<file path="src/rtl/alu_arbiter.sv">
// alu_arbiter: shares one external combinational ALU between two requesters.
// Round-robin grant in IDLE. Operands are registered into the ALU for one
// EXEC cycle. The result is then held in RESP until the granted requester
// accepts it.
//
// state | meaning
// ------+----------------------------------------------
// IDLE  | no operation in flight, arbitrating requesters
// EXEC  | latched operands driving the ALU for one cycle
// RESP  | captured result held for the granted requester
module alu_arbiter #(
    parameter int WIDTH = 32,
    parameter int OPW   = 2
) (
    input  logic             clk,
    input  logic             rstn,

    input  logic             req0_valid,
    output logic             req0_ready,
    input  logic [WIDTH-1:0] req0_a,
    input  logic [WIDTH-1:0] req0_b,
    input  logic [OPW-1:0]   req0_op,
    output logic             resp0_valid,
    input  logic             resp0_ready,
    output logic [WIDTH-1:0] resp0_c,
    output logic             resp0_zero,

    input  logic             req1_valid,
    output logic             req1_ready,
    input  logic [WIDTH-1:0] req1_a,
    input  logic [WIDTH-1:0] req1_b,
    input  logic [OPW-1:0]   req1_op,
    output logic             resp1_valid,
    input  logic             resp1_ready,
    output logic [WIDTH-1:0] resp1_c,
    output logic             resp1_zero,

    output logic [WIDTH-1:0] alu_a,
    output logic [WIDTH-1:0] alu_b,
    output logic [OPW-1:0]   alu_op,
    input  logic [WIDTH-1:0] alu_c,
    input  logic             alu_zero
);

    typedef enum logic [1:0] {
        IDLE = 2'd0,
        EXEC = 2'd1,
        RESP = 2'd2
    } state_t;

    state_t           state_q;
    state_t           state_d;

    logic             grant_id;
    logic             last_id;
    logic [WIDTH-1:0] op_a;
    logic [WIDTH-1:0] op_b;
    logic [OPW-1:0]   op_op;
    logic [WIDTH-1:0] res_c;
    logic             res_zero;

    // Arbitration results, not yet gated by reset; these feed the flops.
    logic             start0;
    logic             start1;
    logic             resp_take;

    // State register.
    always_ff @(posedge clk or negedge rstn) begin
        if (!rstn) begin
            state_q <= IDLE;
        end else begin
            state_q <= state_d;
        end
    end

    // Next-state decode, round-robin arbitration and handshake outputs.
    always_comb begin
        state_d     = state_q;
        start0      = 1'b0;
        start1      = 1'b0;
        resp_take   = 1'b0;
        resp0_valid = 1'b0;
        resp1_valid = 1'b0;
        case (state_q)
            IDLE: begin
                // On a tie the requester that did not finish last wins.
                start0 = req0_valid && (!req1_valid || last_id);
                start1 = req1_valid && (!req0_valid || !last_id);
                if (start0 || start1) begin
                    state_d = EXEC;
                end
            end
            EXEC: begin
                state_d = RESP;
            end
            RESP: begin
                resp0_valid = !grant_id;
                resp1_valid = grant_id;
                resp_take   = grant_id ? resp1_ready : resp0_ready;
                if (resp_take) begin
                    state_d = IDLE;
                end
            end
            default: begin
                state_d = IDLE;
            end
        endcase
    end

    // Ready is combinational from the valids; forced low while reset is held
    // so nothing is accepted before the block is out of reset.
    assign req0_ready = start0 && rstn;
    assign req1_ready = start1 && rstn;

    // Operand latch, result capture and round-robin history.
    always_ff @(posedge clk or negedge rstn) begin
        if (!rstn) begin
            grant_id <= 1'b0;
            last_id  <= 1'b1;
            op_a     <= '0;
            op_b     <= '0;
            op_op    <= '0;
            res_c    <= '0;
            res_zero <= 1'b0;
        end else begin
            case (state_q)
                IDLE: begin
                    if (start0) begin
                        op_a     <= req0_a;
                        op_b     <= req0_b;
                        op_op    <= req0_op;
                        grant_id <= 1'b0;
                    end else if (start1) begin
                        op_a     <= req1_a;
                        op_b     <= req1_b;
                        op_op    <= req1_op;
                        grant_id <= 1'b1;
                    end
                end
                EXEC: begin
                    res_c    <= alu_c;
                    res_zero <= alu_zero;
                end
                RESP: begin
                    if (resp_take) begin
                        last_id <= grant_id;
                    end
                end
                default: begin
                end
            endcase
        end
    end

    // The ALU only ever sees the registered operands.
    assign alu_a      = op_a;
    assign alu_b      = op_b;
    assign alu_op     = op_op;

    // Both response ports show the held result; only the valid one matters.
    assign resp0_c    = res_c;
    assign resp0_zero = res_zero;
    assign resp1_c    = res_c;
    assign resp1_zero = res_zero;

endmodule

</file>
<file path="config.mk">
export PLATFORM = sky130hd
export DESIGN_NAME = alu_arbiter
export DESIGN_NICKNAME = d
export VERILOG_FILES = /design/src/rtl/alu_arbiter.sv
export SDC_FILE = /design/constraint.sdc
export NUM_CORES = 1
export LEC_CHECK = 0
export BUFFER_PORTS_ARGS = -buffer_cell sky130_fd_sc_hd__buf_2
export CAP_MARGIN = 20
export CORE_MARGIN = 10
export CORE_UTILIZATION = 32
export CTS_CLUSTER_SIZE = 14
export DETAILED_ROUTE_END_ITERATION = 16
export GPL_ROUTABILITY_DRIVEN = 0
export PLACE_DENSITY = 0.62
export SYNTH_ARGS = -nofsm -noshare
export SYNTH_HDL_FRONTEND = slang
export SYNTH_SLANG_ARGS = --single-unit
export TNS_END_PERCENT = 10
</file>
<file path="constraint.sdc">
create_clock -name clk -period 1.84 [get_ports clk]
set_clock_uncertainty 0.1 [all_clocks]
set_input_delay 0.184 -clock clk [delete_from_list [all_inputs] [get_ports clk]]
set_output_delay 0.184 -clock clk [all_outputs]
set_load 0.05 [all_outputs]
</file>
==> reports/metrics.csv <==
metric,value,unit
synth_edf_count,0,
grt_pass1_vias,5642,
post_drt_wl_per_cell,19.4,um
cp_cell_sequence,nor3b_4 -> buf_6 -> and3_4 -> buf_8,
rows,46,
wirelength,21000,um
r2r_slack,0.11,ns
worstPathArrival,1.51,ns
whs,0.0122,ns
p_int,0.00759,W
syn2layout_area_growth,55.5,%
drv_cap,0,
drt_iter0_drc,183,
grt_pass1_wl,31900,um
critPathCaptureType,primary output,
combPwrFrac,65.0,%
crit_type,flop to primary output,
max_slew_margin,54.9,%
grt_max_degree,53,
min-delay-path-class,input port to flop,
power,0.0176,W
synth_cells,504,
antenna_left,0,
core,0.0161,mm^2
root_buffer,clkbuf_16,
p_seq_share,23.6,%
clkPwrFrac,11.5,%
yosysSeqAreaShare,48.8,%
synth_area,0.00529,mm^2
layout_min_cycle_time,1.80,ns
r2r-start,state_q[0]$_DFFE_PN0P_,
die_area,0.0221,mm^2
io_buffers,306,
via_count,5301,
syn_avg_cell_area,10.5,um^2
drv_slew,0,
die-height,149,um
async_flop_share,100,%
fmax,556,MHz
clkLatencyLatePin,0.34,ns
hpwl,14400,um
clock_tree.htree_level_count,3,
drive_gt1_share,48.3,%
reg2regPathDepth,5,
cts_tree,built,
synth_largest_area_cell,dfrtp_1,
cts_buffers,9,
synth_top_area_share,48.3,%
ios,307,
antenna_found_initial,3,
yosysWarnings,0,
viasPerCell,4.88,
reg2reg_to,alu_b[0]$_DFFE_PN0P_,
netlist-cell-type-count,26,
worstPathRequired,1.56,ns
die_w,149,um
synth_area_leaders,"dfrtp_1 (48%), o311ai_2 (9.2%), mux2_2 (7.2%), nand3_1 (6.3%), o21ai_0 (6.3%)",
synth_most_common_cell,dfrtp_1,
start_util,32.9,%
min_to,alu_a[10]$_DFFE_PN0P_,
critical_path.slowest_cell,dfrtp_2,
synth_fp_nets,675,
grt-ovfl-total,0,
nets,1032,
clock_sinks,103,
nFillCells,1434,
critical_path.max_stage_delay,0.45,ns
grtUsageTotal,18.1,%
final.period_utilization,97.7,%
hold_viol_final,0,
switchingPower,0.0100,W
ys_ff_latch,103,
firstDrtPassIters,4,
cp_max_fo,8,
p_leak,3.98,nW
synthFlopType,dfrtp_1,
hold_depth,3,
clock_path_buffers,2,
status,"complete, no violations",
crit_path_start_kind,flop,
rsz0062_at_grt,yes,
p_sw_share,56.9,%
worst_slew_pin_slew,0.676,ns
drcViolationCount,0,
netlist_top_cells_count,"dfrtp_1 (102), inv_1 (68), nand3_1 (67), o21ai_0 (67), buf_4 (35)",
powerDensity,2140,mW/mm^2
clkTransAtPathRegs,0.07,ns
holdCritStartpoint,req0_a[10],
setup_violations,0,
ir_drop,0.00151,V
layout by cell type, fill, tap and decap left out, types with 3 or more instances in the layout:
master	instances
dlygate4sd3_1	99
o311ai_0	25
buf_4	14
clkbuf_16	9
o311ai_1	11
buf_2	304
inv_8	3
dfrtp_1	100
o311ai_2	30
diode_2	4
mux2_2	34
inv_1	68
nand3_1	67
o21ai_0	67
buf_12	7
flip-flops by register name (all words and copies together) (netlist names):
| signal | flops |
|---|---|
| alu_a | 32 |
| alu_b | 32 |
| resp0_c | 32 |
| alu_op | 2 |
| state_q | 2 |
| grant_id | 1 |
| last_id | 1 |
| resp0_zero | 1 |
power by group through the flow:
| stage | clock, W | sequential [W] | combinational (W) |
|---|---|---|---|
| finish | 0.00202 | 0.00415 | 0.0114 |
| global route | 0.00218 | 0.00429 | 0.0120 |
| CTS | 0.00210 | 0.00413 | 0.0115 |
| detailed placement | 0 | 0.00416 | 0.0113 |
| global placement | 0 | 0.00412 | 0.0113 |
| floorplan | 0 | 0.00805 | 0.00489 |
kinds of logic (layout without fill, tap and decap cells):
kind of cell           count (synthesis)  count (layout)  share of synthesized area (%)
buffers and inverters                148             510                           13.9
AO/OA/AOI/OAI                        137             137                           22.0
flip-flops                           103             103                           48.8
AND/OR/NAND/NOR                       82              82                           8.05
multiplexers                          34              34                           7.24
other                                  0               4                              0
critical path: cells and delay by family (launching register included):
kind / cells / cell delay, ns
buffers and inverters: 2 / 0.29
AND/OR/NAND/NOR: 2 / 0.42
flip-flops: 1 / 0.45
how the worst max path moves through the flow:
stage                                       from                   end  slack [ns]
final                     state_q[0]$_DFFE_PN0P_            req0_ready        0.04
after CTS                 state_q[0]$_DFFE_PN0P_            req1_ready       -0.05
after global routing      state_q[0]$_DFFE_PN0P_            req0_ready       -0.03
after detailed placement  state_q[0]$_DFFE_PN0P_  alu_a[9]$_DFFE_PN0P_        0.20
after floorplan              last_id$_DFFE_PN1P_            req0_ready        0.03
after global placement    state_q[0]$_DFFE_PN0P_            req0_ready        0.24
layout make-up:
class | instances | area, um^2 | area share [%]
Multi-Input combinational cell | 253 | 2010 | 24.4
Clock inverter | 7 | 87.6 | 1.07
Inverter | 68 | 255 | 3.10
Antenna cell | 4 | 10.0 | 0.122
Sequential cell | 103 | 2580 | 31.4
Tap cell | 216 | 270 | 3.29
Timing Repair Buffer | 426 | 2780 | 33.9
Clock buffer | 9 | 225 | 2.74
metrics by stage:
| step | worst slack, ns | util [%] | area, um^2 | std cells | setup TNS, ns |
|---|---|---|---|---|---|
| after floorplan | 0.0259 | - | 5290 | 504 | 0 |
| after global placement | 0.235 | 42.7 | 6850 | 962 | 0 |
| after detailed placement | 0.198 | 42.7 | 6850 | 962 | 0 |
| after CTS | -0.0511 | 50.9 | 8170 | 1078 | -0.0995 |
| after global routing | -0.0319 | 51.2 | 8220 | 1084 | -0.0377 |
| final | 0.0427 | 51.2 | 8220 | 1086 | 0 |
per-layer routing:
layer	vias to the layer above	GRT usage (%)	share of wire [%]
met5	-	0	0
met4	0	7.73	2.7
met3	34	6.04	9.0
met2	257	30.1	49
met1	2529	20.9	39
li1	2481	-	-
what timing repair did:
item | in CTS | in global routing
gates resized for setup | 2 | 5
setup buffers | 1 | 4
endpoints found under the setup margin | 2 | 2
pin swaps | 1 | 1
hold endpoints to repair | 104 | 0
hold buffers | 99 | 0
Note: power is estimated with default switching activity, not from simulation.
